===== src/rtl/wb_arbiter.sv =====
// Writeback arbiter: buffers ALU and load results in per-source FIFOs and issues at most
// one register-file write per cycle. LSU wins by default and the ALU wins once it has starved.
module wb_arbiter #(
    parameter int XLEN         = 32,
    parameter int FIFO_DEPTH   = 2,
    parameter int STARVE_LIMIT = 4
) (
    input  logic            clk,
    input  logic            rst,
    input  logic            alu_valid,
    output logic            alu_ready,
    input  logic [4:0]      alu_rd,
    input  logic [XLEN-1:0] alu_data,
    input  logic            lsu_valid,
    output logic            lsu_ready,
    input  logic [4:0]      lsu_rd,
    input  logic [XLEN-1:0] lsu_rdata,
    input  logic [2:0]      lsu_funct3,
    input  logic [1:0]      lsu_byte_off,
    output logic            rf_write_enable,
    output logic [4:0]      rf_write_addr,
    output logic [XLEN-1:0] rf_write_data,
    output logic            busy
);
    localparam int PW = $clog2(FIFO_DEPTH);
    localparam int CW = PW + 1;
    localparam int SW = $clog2(STARVE_LIMIT + 1);

    typedef struct packed {
        logic [4:0]      rd;
        logic [XLEN-1:0] data;
    } entry_t;

    entry_t          r_alu_mem [FIFO_DEPTH];
    entry_t          r_lsu_mem [FIFO_DEPTH];
    logic [PW-1:0]   r_alu_wptr, r_alu_rptr, r_lsu_wptr, r_lsu_rptr;
    logic [CW-1:0]   r_alu_cnt, r_lsu_cnt;
    logic [SW-1:0]   r_starve;
    logic            r_alu_ready, r_lsu_ready;
    logic            r_we;
    logic [4:0]      r_addr;
    logic [XLEN-1:0] r_data;

    logic            w_alu_push, w_lsu_push, w_alu_pop, w_lsu_pop;
    logic            w_alu_ne, w_lsu_ne;
    logic [CW-1:0]   w_alu_cnt_nxt, w_lsu_cnt_nxt;
    logic [7:0]      w_byte;
    logic [15:0]     w_half;
    logic [XLEN-1:0] w_load_ext;
    entry_t          w_head;

    // Load extension happens at push so the FIFO stores final write data.
    always_comb begin
        w_byte     = lsu_rdata[{lsu_byte_off, 3'b000} +: 8];
        w_half     = lsu_byte_off[1] ? lsu_rdata[31:16] : lsu_rdata[15:0];
        w_load_ext = lsu_rdata;
        case (lsu_funct3)
            3'b000:  w_load_ext = {{(XLEN-8){w_byte[7]}}, w_byte};
            3'b001:  w_load_ext = {{(XLEN-16){w_half[15]}}, w_half};
            3'b100:  w_load_ext = {{(XLEN-8){1'b0}}, w_byte};
            3'b101:  w_load_ext = {{(XLEN-16){1'b0}}, w_half};
            default: w_load_ext = lsu_rdata;
        endcase
    end

    always_comb begin
        w_alu_push    = alu_valid & r_alu_ready;
        w_lsu_push    = lsu_valid & r_lsu_ready;
        w_alu_ne      = (r_alu_cnt != '0);
        w_lsu_ne      = (r_lsu_cnt != '0);
        w_alu_pop     = w_alu_ne & (~w_lsu_ne | (r_starve == SW'(STARVE_LIMIT)));
        w_lsu_pop     = w_lsu_ne & ~w_alu_pop;
        w_alu_cnt_nxt = r_alu_cnt + CW'(w_alu_push) - CW'(w_alu_pop);
        w_lsu_cnt_nxt = r_lsu_cnt + CW'(w_lsu_push) - CW'(w_lsu_pop);
        w_head        = w_alu_pop ? r_alu_mem[r_alu_rptr] : r_lsu_mem[r_lsu_rptr];
    end

    // NOTE: FIFO storage has no reset; the cleared counts make stale entries unreachable.
    always_ff @(posedge clk) begin
        if (w_alu_push) r_alu_mem[r_alu_wptr] <= '{rd: alu_rd, data: alu_data};
        if (w_lsu_push) r_lsu_mem[r_lsu_wptr] <= '{rd: lsu_rd, data: w_load_ext};
    end

    always_ff @(posedge clk) begin
        if (rst) begin
            r_alu_wptr  <= '0;
            r_alu_rptr  <= '0;
            r_lsu_wptr  <= '0;
            r_lsu_rptr  <= '0;
            r_alu_cnt   <= '0;
            r_lsu_cnt   <= '0;
            r_starve    <= '0;
            r_alu_ready <= 1'b0;
            r_lsu_ready <= 1'b0;
            r_we        <= 1'b0;
            r_addr      <= '0;
            r_data      <= '0;
        end else begin
            if (w_alu_push) r_alu_wptr <= r_alu_wptr + PW'(1);
            if (w_lsu_push) r_lsu_wptr <= r_lsu_wptr + PW'(1);
            if (w_alu_pop)  r_alu_rptr <= r_alu_rptr + PW'(1);
            if (w_lsu_pop)  r_lsu_rptr <= r_lsu_rptr + PW'(1);
            r_alu_cnt   <= w_alu_cnt_nxt;
            r_lsu_cnt   <= w_lsu_cnt_nxt;
            r_alu_ready <= (w_alu_cnt_nxt != CW'(FIFO_DEPTH));
            r_lsu_ready <= (w_lsu_cnt_nxt != CW'(FIFO_DEPTH));

            // Starvation only accrues while an ALU entry is actually waiting.
            if (!w_alu_ne || w_alu_pop)
                r_starve <= '0;
            else if (w_lsu_pop && r_starve != SW'(STARVE_LIMIT))
                r_starve <= r_starve + SW'(1);

            if (w_alu_pop || w_lsu_pop) begin
                r_we   <= (w_head.rd != 5'd0);
                r_addr <= w_head.rd;
                r_data <= w_head.data;
            end else begin
                r_we   <= 1'b0;
            end
        end
    end

    assign alu_ready       = r_alu_ready;
    assign lsu_ready       = r_lsu_ready;
    assign rf_write_enable = r_we;
    assign rf_write_addr   = r_addr;
    assign rf_write_data   = r_data;
    assign busy            = w_alu_ne | w_lsu_ne | r_we;
endmodule


===== config.mk =====
export PLATFORM = sky130hd
export DESIGN_NAME = wb_arbiter
export DESIGN_NICKNAME = d
export VERILOG_FILES = /design/src/rtl/wb_arbiter.sv
export SDC_FILE = /design/constraint.sdc
export NUM_CORES = 1
export LEC_CHECK = 0
export CAP_MARGIN = 5
export CORE_AREA = 2 2 126 128
export CTS_BUF_LIST = sky130_fd_sc_hd__clkbuf_4 sky130_fd_sc_hd__clkbuf_8 sky130_fd_sc_hd__clkbuf_16
export DETAILED_ROUTE_END_ITERATION = 10
export DIE_AREA = 0 0 128 130
export DONT_BUFFER_PORTS = 1
export PLACE_DENSITY = 0.81
export SYNTH_ARGS = -nofsm -noshare
export SYNTH_HDL_FRONTEND = slang
export SYNTH_SLANG_ARGS = --single-unit

===== constraint.sdc =====
create_clock -name clk -period 2.3 [get_ports clk]
set_clock_uncertainty 0.05 [all_clocks]
set_input_delay 0.23 -clock clk [delete_from_list [all_inputs] [get_ports clk]]
set_output_delay 0.23 -clock clk [all_outputs]
set_load 0.02 [all_outputs]

=== Word level (Yosys, flattened, before mapping) ===
Memories as Yosys holds them, arrays and structs flattened. A register that Yosys moved wholly into a read port is not among the register bits.
Cells that the tools add are included.

* RAM bits: 148
* Memories: 2
* ROM bits: 0
* Word-level logic and storage cells: 62
* Flip-flop bits (word level): 51
* Latch bits: 0

* $mul: 0
* Shift operators: 1
* Div/mod/pow operators: 0
* Reductions and logical operators: 10
* Muxes and demuxes: 11
* $add $sub $neg: 9
* Magnitude comparators: 0
* Bitwise gates (word level): 10
* Equality and inequality tests: 7

{| class="wikitable"
|+ Memory list
! memory !! depth !! width !! read ports !! clocked after memory_dff !! write ports !! line !! source
|-
| r_alu_mem || 2 || 37 || 1 || 1 || 1 || 34 || <nowiki>entry_t r_alu_mem [FIFO_DEPTH];</nowiki>
|-
| r_lsu_mem || 2 || 37 || 1 || 1 || 1 || 35 || <nowiki>entry_t r_lsu_mem [FIFO_DEPTH];</nowiki>
|}

{| class="wikitable"
|+ Operators with widths
! kind !! count
|-
| one-hot mux 32 bit (4 select lines) || 1
|-
| 2-to-1 mux 37 bit || 1
|-
| indexed part select 32 x 6 -> 8 bit || 1
|-
| 2-to-1 mux 16 bit || 1
|-
| equality test 3 bit, second input constant || 3
|-
| 2-to-1 mux 1 bit || 8
|-
| nonzero test 5 bit || 1
|-
| adder 1 bit, second input constant || 4
|-
| adder 2 x 1 -> 2 bit || 2
|-
| bitwise AND 1 bit || 4
|-
| inequality test 2 bit, second input constant || 2
|-
| nonzero test 2 bit || 2
|-
| OR reduction 2 bit || 2
|-
| subtractor 2 x 1 -> 2 bit || 2
|-
| adder 3 x 1 -> 3 bit, second input constant || 1
|-
| equality test 3 x 1 -> 1 bit, second input constant || 1
|-
| zero test 3 bit || 1
|-
| inequality test 3 bit, second input constant || 1
|-
| NOT 1 bit || 3
|-
| OR 1 bit || 3
|-
| logical OR 1 bit || 2
|-
| logical AND 1 bit || 1
|-
| zero test 1 bit || 1
|}

=== Logic depth before layout (Yosys ltp) ===
Gate-level depths: netlist (run 1).

* Depth after elaboration: 9
* Depth in mapped cells: 12

=== Worst setup path before layout (run 1) ===
No wires, ideal clock.

* Path kind: flip-flop to flip-flop
* Start point: register r_alu_ready (netlist: alu_ready)
* End point: memory r_alu_mem[0][0] in the netlist's numbering, enable pin
* Cell stages (with the launch flop): 3
* Setup time: 0.431 ns
* Arrival time: 2.185 ns
* Clock period less this slack: 2.666 ns
* Path slack: -0.366 ns
* Path through: dfxtp_1 > nand2_1 > nor2_1

* Word-level cells in the longest chain between the ends: 3

{| class="wikitable"
|+ RTL lines
! what !! line !! source
|-
| from (decl) || 39 || <nowiki>logic r_alu_ready, r_lsu_ready;</nowiki>
|-
| from (signal assigned) || 105 || <nowiki>r_alu_ready <= (w_alu_cnt_nxt != CW'(FIFO_DEPTH));</nowiki>
|-
| bitwise AND 1 bit || 67 || <nowiki>w_alu_push = alu_valid & r_alu_ready;</nowiki>
|-
| 2-to-1 mux 1 bit || 80 || <nowiki>if (w_alu_push) r_alu_mem[r_alu_wptr] <= '{rd: alu_rd, data: alu_data};</nowiki>
|-
| 2-to-1 mux 1 bit (implied by the code) || 80 ||
|-
| to (decl) || 34 ||
|}

No other way between the ends.

=== Final worst setup path (run 1) ===
* Start point: register r_starve[0]
* End point: register r_data[8] (netlist: rf_write_data[8])

* Word-level cells in the longest chain between the ends: 6
* Elaborated cells on any way between the ends: 7
* Classes of those cells: eq/ne (1); mux (1); bitwise (4); reduce/logical (1)

{| class="wikitable"
|+ RTL lines
! what !! line !! source
|-
| from (decl) || 38 || <nowiki>logic [SW-1:0] r_starve;</nowiki>
|-
| from (signal assigned) || 112 || <nowiki>r_starve <= r_starve + SW'(1);</nowiki>
|-
| equality test 3 bit * || 71 || <nowiki>w_alu_pop = w_alu_ne & (~w_lsu_ne | (r_starve == SW'(STARVE_LIMIT)));</nowiki>
|-
| OR 1 bit * || 71 ||
|-
| bitwise AND 1 bit * || 71 ||
|-
| NOT 1 bit || 72 || <nowiki>w_lsu_pop = w_lsu_ne & ~w_alu_pop;</nowiki>
|-
| bitwise AND 1 bit || 72 ||
|-
| logical OR 1 bit || 114 || <nowiki>if (w_alu_pop || w_lsu_pop) begin</nowiki>
|-
| to (signal assigned) || 117 || <nowiki>r_data <= w_head.data;</nowiki>
|-
| to (decl) || 42 || <nowiki>logic [XLEN-1:0] r_data;</nowiki>
|}

Every way passes the cells marked *; elsewhere a longest branch is shown, timed or not.
A chain may end at the register's enable or synchronous reset.

==> flow_summary.toml, run 1 <==
[clock_network]
tritoncts = "done"
clock_latency_ns = 0.47
cts_max_path_buffers = 3
post_cts_buffers = 0
cts_root_buf = "clkbuf_16"
tritoncts.num_buffers = 20
htree_num_levels = 1
numClockSinks = 201
cts.clk_slew.worst_paths_ns = 0.06

[final_layout]
drive_above_1_share = 0.127
diodes = 0
layout.cells.non_filler = 862
area_growth_pct = 19.9
post-route-util = 0.643
nNetsFinal = 745

[yosys]
ys_ff_latch = 201
syn_area_per_cell_um2 = 14.2
synth_area_um2 = 8280
yosys-top-cells-count = "edfxtp_1 (148), nor2_1 (59), dfxtp_1 (53), a2111oi_0 (52), mux2i_1 (45)"
netlist.area_leader.share = 0.537
synth_area_leaders = "edfxtp_1 (54%), dfxtp_1 (13%), a2111oi_0 (5.5%)"
synth_nets = 672
ys_seq_area_frac = 0.665
synthDistinctLibCells = 47
ys.flop_type = "edfxtp_1"
synthArstFlopShare = 0
synth_most_common_cell = "edfxtp_1"
synth_edf_count = 148
synth_warnings = 0
syn-instance-count = 584
yosys.area.top_type = "edfxtp_1"

[detailed_routing]
drtIter0Drc = 523
drtPass1Iterations = 5
postRouteAntennaNets = 0
vias = 5316
wire_per_inst_um = 22.8
vias_per_cell = 6.17
routed_wl_um = 19600
drc = 0

[worst_setup_path]
cp.required_ns = 2.57
worstPathArrival_ns = 2.46
cp-end-kind = "register"
cp_max_fo = 26
crit_type = "reg2reg"
start_kind = "register"

[timing]
slew_headroom = 0.298
tightestPinTransition_ns = 1.05
min_period_ns = 2.19
holdWs_ns = 0.0244
fmax_mhz = 457
fin_crit_sh = 0.951
setup_viol = 0
final-max-slew-violation-count = 0
final_hold_viol_count = 0

[floorplanning]
design.die.area_um2 = 16600
coreArea_um2 = 15400
die_h_um = 130
die_x_um = 128
initial_utilization = 0.537
rows = 46
num_io_pins = 124

[placed_design]
place_inst = 750
gp_congestion = 0.856
dp_hpwl_um = 12000
portBuffers = 0

[global_routing]
grt_overflow = 0
grt_pass1_vias = 5388
grt_use_total = 0.229
antenna_found_initial = 0
grt_max_degree = 52
grt_pass1_wl_um = 29400

[worst_hold_path]
min_path_type = "in2reg"

[status]
status = "completed"

[power_and_ir_drop]
ir_drop_uv = 868
total_power_mw = 12.7
p_per_area_nw_per_um2 = 1280
p_leak_nw = 3.41

[run]
maxCapViolCount = 0
==> worst paths after layout <==
path / from / to / slack (ns) / cells past startpoint
worst max-delay path: r_starve[0] / rf_write_data[8] / 0.11 / 7
worst min register to register: r_starve[0] / r_starve[0] / 0.40 / 1
worst min-delay path: lsu_rdata[8] / r_lsu_mem[1][8] / 0.02 / 1
worst max register to register: r_starve[0] / rf_write_data[8] / 0.11 / 7
==> flip-flops by register name (all words and copies together) (netlist names), named ones only <==
register	count
r_alu_mem	74
r_lsu_mem	74
rf_write_data	32
rf_write_addr	5
r_starve	3
r_alu_cnt	2
r_lsu_cnt	2
alu_ready	1
lsu_ready	1
r_alu_rptr	1
r_alu_wptr	1
r_lsu_rptr	1
r_lsu_wptr	1
rf_write_enable	1
==> kinds of logic after synthesis <==
kind of cell	after synthesis	share of synthesized area
buffers and inverters	48	0.0320
AOI/OAI and AO/OA	108	0.129
adders and majority gates	5	0.00756
and+or+nand+nor	164	0.0970
muxes	48	0.0589
xor gates and xnor gates	10	0.0106
DFF	201	0.665
==> through the flow <==
step	TNS, ns	setup WS [ns]	area, um2
after floorplan	0	0.0849	8280
after global placement	0	0.161	8480
after detailed placement	0	0.0779	8480
after CTS	0	0.0722	9910
after global routing	-0.0350	-0.0138	9920
final	0	0.113	9920
==> metal layers <==
layer	vias up	track usage	share of wire
met5	-	0	0
met2	258	0.398	0.51
met3	38	0.0607	0.091
met1	2610	0.283	0.38
met4	0	0.0679	0.022
li1	2410	-	-
==> report_power, final <==
group,switching [mW],internal [mW]
logic,2.27,1.45
registers,1.01,4.76
clock network,1.29,1.94
total,4.56,8.15
==> area by class of cell <==
class | instances | area [um2]
timing repair buffer | 93 | 961
fill | 1075 | 5500
multi-input combinational | 336 | 2540
clock buffer | 25 | 556
inverter | 5 | 18.8
tap | 192 | 240
clock inverter | 10 | 103
sequential | 201 | 5510
==> critical path, stage by stage, from the launching register on <==
cell and delay, ns:
dfxtp_1 0.35, inv_1 0.05, ha_1 0.23, o2bb2ai_4 0.18
and2_4 0.24, buf_4 0.23, a2111oi_0 0.55, a2111oi_0 0.16
==> what timing repair did <==
action	CTS	global route
resized for setup	0	3
setup endpoints to repair	0	11
hold endpoints to repair	199	0
hold buffers	76	0
==> cell usage in the layout (no fill, tap or decap), types with 14 or more instances in the layout <==
cell	instances
dfxtp_1	51
nor2_1	57
a2111oi_0	50
clkbuf_16	21
mux2i_1	45
edfxtp_1	148
nand2_1	37
nor2b_1	38
dlygate4sd3_1	75
a2111oi_2	14
(Power assumes the default switching activity.)
==> inputs of run 2 (changes only) <==
--- a/config.mk
+++ b/config.mk
@@ -11,7 +11,7 @@
 export DETAILED_ROUTE_END_ITERATION = 10
 export DIE_AREA = 0 0 128 130
 export DONT_BUFFER_PORTS = 1
-export PLACE_DENSITY = 0.81
+export PLACE_DENSITY = 0.79
 export SYNTH_ARGS = -nofsm -noshare
 export SYNTH_HDL_FRONTEND = slang
 export SYNTH_SLANG_ARGS = --single-unit
==> constraint.sdc (replaced) <==
create_clock -name clk -period 2.6 [get_ports clk]
set_clock_uncertainty 0.05 [all_clocks]
set_input_delay 0.26 -clock clk [delete_from_list [all_inputs] [get_ports clk]]
set_output_delay 0.26 -clock clk [all_outputs]
set_load 0.02 [all_outputs]
==> flow_summary.toml, run 2 (same netlist as run 1, synthesis figures left out) <==
[timing]
grt_setup_unrepaired = "no"
slew_headroom = 0.334
final_hold_viol_count = 0
setup_viol = 0
setup_ws_ns = 0.242
fmax_mhz = 424
tightestPinTransition_ns = 0.995
min_period_ns = 2.36
fin_setup_tns_ns = 0
fin_crit_sh = 0.907
final-max-slew-violation-count = 0

[floorplanning]
num_io_pins = 124
rows = 46
die_h_um = 130
design.die.area_um2 = 16600
die_x_um = 128
initial_utilization = 0.537
coreArea_um2 = 15400

[global_routing]
grt_pass1_vias = 5422
grt_pass1_wl_um = 30100
grt_overflow = 0
grt_use_total = 0.236
antenna_found_initial = 0
grt_max_degree = 65

[clock_network]
ctsHoldBuffers = 72
cts_max_path_buffers = 3
numClockSinks = 201
clock_latency_ns = 0.48
post_cts_resized = 0
tritoncts.num_buffers = 20
post_cts_buffers = 0
htree_num_levels = 1
cts_root_buf = "clkbuf_16"
cts.clk_slew.worst_paths_ns = 0.06
tritoncts = "done"

[detailed_routing]
met3WireLength_um = 1760
routed_wl_um = 19500
wl_met2_um = 9800
highest_layer = "met4"
drtPass1Iterations = 5
drc = 0
wl_met1_um = 7340
wire_per_inst_um = 22.7
vias = 5273
postRouteAntennaNets = 0
drtIter0Drc = 465
vias_per_cell = 6.15

[final_layout]
fill_cells = 1095
diodes = 0
layout_common_cells = "edfxtp_1 (148), dlygate4sd3_1 (72), nor2_1 (57)"
final_common_cell = "edfxtp_1"
finalInstanceArea_um2 = 9830
drive_above_1_share = 0.126
nNetsFinal = 740
multiInputGateArea_um2 = 2520
area_growth_pct = 18.7
post-route-util = 0.637
area.sequential_um2 = 5510

[worst_setup_path]
cp_max_fo = 34
rrSetupSlack_ns = 0.24
crit_type = "reg2reg"
cp.required_ns = 2.87
start_kind = "register"
cpPeakStageDelay_ns = 0.53
cpMostUsedCell = "a2111oi_0"
cp-end-kind = "register"
worstPathCellList = "inv_1, ha_1, o2bb2ai_4, and2_4, buf_4, a2111oi_0, a2111oi_0"
worstPathArrival_ns = 2.63
critPathSlowestCell = "a2111oi_0"

[placed_design]
postPlaceCellArea_um2 = 8450
gp_congestion = 0.861
portBuffers = 0
post-place-ws_ns = 0.255
dp_hpwl_um = 12400

[worst_hold_path]
min_path_type = "in2reg"

[power_and_ir_drop]
p_leak_nw = 3.38
p_per_area_nw_per_um2 = 1120
ir_drop_uv = 766
total_power_mw = 11.0

[run]
maxCapViolCount = 0

[status]
status = "completed"
## run 2: final timing paths
kind,cells after the start,from,endpoint
hold / removal,1,lsu_rdata[5],r_lsu_mem[0][5]
setup / recovery,7,r_starve[0],rf_write_data[28]
setup reg to reg,7,r_starve[0],rf_write_data[28]
hold reg to reg,1,r_starve[0],r_starve[0]
## run 2: through the flow
stage / cells / hold WS [ns]
5_1_grt: 858 / 0.00420
3_3_place_gp: 749 / 0.290
6_report: 858 / 0.0164
2_1_floorplan: 584 / 0.309
3_5_place_dp: 749 / 0.295
4_1_cts: 857 / 0.00127
## run 2: worst max-delay path: cells and delay by family (launching register included)
kind / cells / cell delay (ns)
DFF: 1 / 0.33
AOI/OAI and AO/OA: 3 / 0.77
adders and majority gates: 1 / 0.19
buffers and inverters: 2 / 0.39
and+or+nand+nor: 1 / 0.45
## run 2: report_power, final
group          total, mW  internal [mW]  switching [mW]
clock network       2.74           1.64            1.10
logic               3.17           1.24            1.92
registers           5.11           4.22           0.896
total               11.0           7.10            3.92
## run 2: layout make-up
cell class                      count  share of cell area
Clock buffer                       33              0.0633
Clock inverter                      3             0.00165
Inverter                            5             0.00191
Multi-Input combinational cell    335               0.257
Sequential cell                   201               0.560
Tap cell                          192              0.0244
Timing Repair Buffer               89              0.0914
## run 2: per-layer routing
layer | vias up | global-route usage
li1 | 2398 | -
met1 | 2596 | 0.283
met2 | 230 | 0.406
met3 | 49 | 0.0644
met4 | 0 | 0.0950
met5 | - | 0
==> inputs of run 3 (changes only) <==
--- a/config.mk
+++ b/config.mk
@@ -6,12 +6,12 @@
 export NUM_CORES = 1
 export LEC_CHECK = 0
 export CAP_MARGIN = 5
-export CORE_AREA = 2 2 126 128
+export CORE_AREA = 2 2 104 156
 export CTS_BUF_LIST = sky130_fd_sc_hd__clkbuf_4 sky130_fd_sc_hd__clkbuf_8 sky130_fd_sc_hd__clkbuf_16
 export DETAILED_ROUTE_END_ITERATION = 10
-export DIE_AREA = 0 0 128 130
+export DIE_AREA = 0 0 106 158
 export DONT_BUFFER_PORTS = 1
-export PLACE_DENSITY = 0.79
+export PLACE_DENSITY = 0.78
 export SYNTH_ARGS = -nofsm -noshare
 export SYNTH_HDL_FRONTEND = slang
 export SYNTH_SLANG_ARGS = --single-unit
==> flow_summary.toml, run 3 (same netlist as run 1, synthesis figures left out) <==
[status]
status = "completed"

[worst_setup_path]
crit_family = "compound AO/OA/AOI/OAI gates"
cpPeakStageDelay_ns = 0.54
path_buf_inv = 2
cpMostUsedCell = "a2111oi_0"
worstPathArrival_ns = 2.72
cp-end-kind = "register"
crit_type = "reg2reg"
start_kind = "register"
worstPathCellList = "inv_1, ha_1, o2bb2ai_4, and2_4, buf_4, a2111oi_0, a2111oi_0"
critPathSlowestCell = "and2_4"
cp_max_fo = 56
cp.required_ns = 2.88

[timing]
final_hold_viol_count = 0
fin_setup_tns_ns = 0
slew_headroom = 0.437
fin_crit_sh = 0.938
fmax_mhz = 410
setup_viol = 0
min_period_ns = 2.44
final-max-slew-violation-count = 0
tightestPinTransition_ns = 0.841
grt_setup_unrepaired = "no"

[global_routing]
grt_pass1_vias = 5443
grt_max_degree = 57
grtUsageMet2 = 0.410
grt_overflow = 0
antenna_found_initial = 0
met1_usage = 0.262
grtUsageMet3 = 0.0428
grt_pass1_wl_um = 29000
grt_use_total = 0.224
grt_busiest_layer = "met2"

[placed_design]
gp_congestion = 0.814
portBuffers = 0
dp_hpwl_um = 12400
postPlaceCellArea_um2 = 8450

[detailed_routing]
drtIter0Drc = 240
postRouteAntennaNets = 0
wire_per_inst_um = 21.9
vias_per_cell = 6.12
drc = 0
vias = 5286
drtPass1Iterations = 5
routed_wl_um = 18900

[power_and_ir_drop]
ir_drop_uv = 634
p_per_area_nw_per_um2 = 1110
p_leak_nw = 3.33

[clock_network]
tritoncts = "done"
post_cts_buffers = 0
htree_num_levels = 1
cts_root_buf = "clkbuf_16"
numClockSinks = 201
tritoncts.num_buffers = 19
cts_max_path_buffers = 3
clock_latency_ns = 0.47
cts.clk_slew.worst_paths_ns = 0.07

[final_layout]
finalInstanceArea_um2 = 9750
area_growth_pct = 17.8
diodes = 0
nNetsFinal = 738
drive_above_1_share = 0.121
final_common_cell = "edfxtp_1"
fill_cells = 1083
layout_common_cells = "edfxtp_1 (148), dlygate4sd3_1 (70), nor2_1 (57)"

[floorplanning]
design.die.area_um2 = 16700
initial_utilization = 0.535
rows = 56
die_x_um = 106
coreArea_um2 = 15500
die_h_um = 158
num_io_pins = 124

[run]
maxCapViolCount = 0

[worst_hold_path]
min_path_type = "in2reg"
## run 3: changes by cell type in the layout (fill, tap and decap cells not counted)
| cell | previous run | this run |
|---|---|---|
| buf_12 | 4 | 2 |
| buf_4 | 13 | 16 |
| clkinv_1 | 2 | 3 |
| clkbuf_4 | 11 | 6 |
| inv_6 | 0 | 1 |
| clkinv_2 | 1 | 2 |
| dlygate4sd3_1 | 72 | 70 |
| bufinv_16 | 0 | 1 |
| clkbuf_16 | 21 | 19 |
| clkbuf_8 | 1 | 0 |
## run 3: timing repair
action / 4_1_cts / 5_1_grt
resized for setup: 0 / 0
endpoints found under the hold margin: 175 / 0
hold buffers: 71 / 0
## run 3: metal layers
metal,share of wire,wire length [um]
met1,0.35,6680
met2,0.54,10200
met3,0.077,1450
met4,0.030,575
met5,0,0
## run 3: worst paths after layout
check | start | to | slack [ns] | cells past startpoint
max | r_starve[0] | rf_write_addr[4] | 0.16 | 7
min | lsu_rdata[13] | r_lsu_mem[0][13] | 0.04 | 1
max reg2reg | r_starve[0] | rf_write_addr[4] | 0.16 | 7
min reg2reg | r_starve[0] | r_starve[0] | 0.41 | 1
## run 3: metrics by stage
step / power, mW / util / hold slack (ns) / std cells / worst slack, ns
final: 10.8 / 0.630 / 0.0442 / 864 / 0.161
after global routing: 11.4 / 0.630 / 0.0216 / 864 / 0.0361
after CTS: 10.9 / 0.630 / 0.00179 / 864 / 0.174
after detailed placement: 8.18 / 0.545 / 0.287 / 761 / 0.182
after global placement: 8.00 / 0.545 / 0.290 / 761 / 0.361
after floorplan: 7.35 / - / 0.309 / 584 / 0.385
## run 3: final cells by class
type                       instances  area, um2  area share
clock buffer                      25        520      0.0534
clock inverter                     7       63.8     0.00654
inverter                           5       18.8     0.00192
tap                              203        254      0.0260
timing repair buffer              88        861      0.0883
sequential                       201       5510       0.565
multi-input combinational        335       2520       0.259
## run 3: worst register-to-register path, cell delays in order (launching register included)
cell and delay, ns:
dfxtp_1 0.33, inv_1 0.06, ha_1 0.18, o2bb2ai_4 0.14
and2_4 0.54, buf_4 0.44, a2111oi_0 0.12, a2111oi_0 0.44
## run 3: where the power goes
part / switching, mW / internal (mW) / total [mW]
registers: 0.879 / 4.22 / 5.10
clock network: 1.09 / 1.51 / 2.60
logic: 1.91 / 1.21 / 3.12
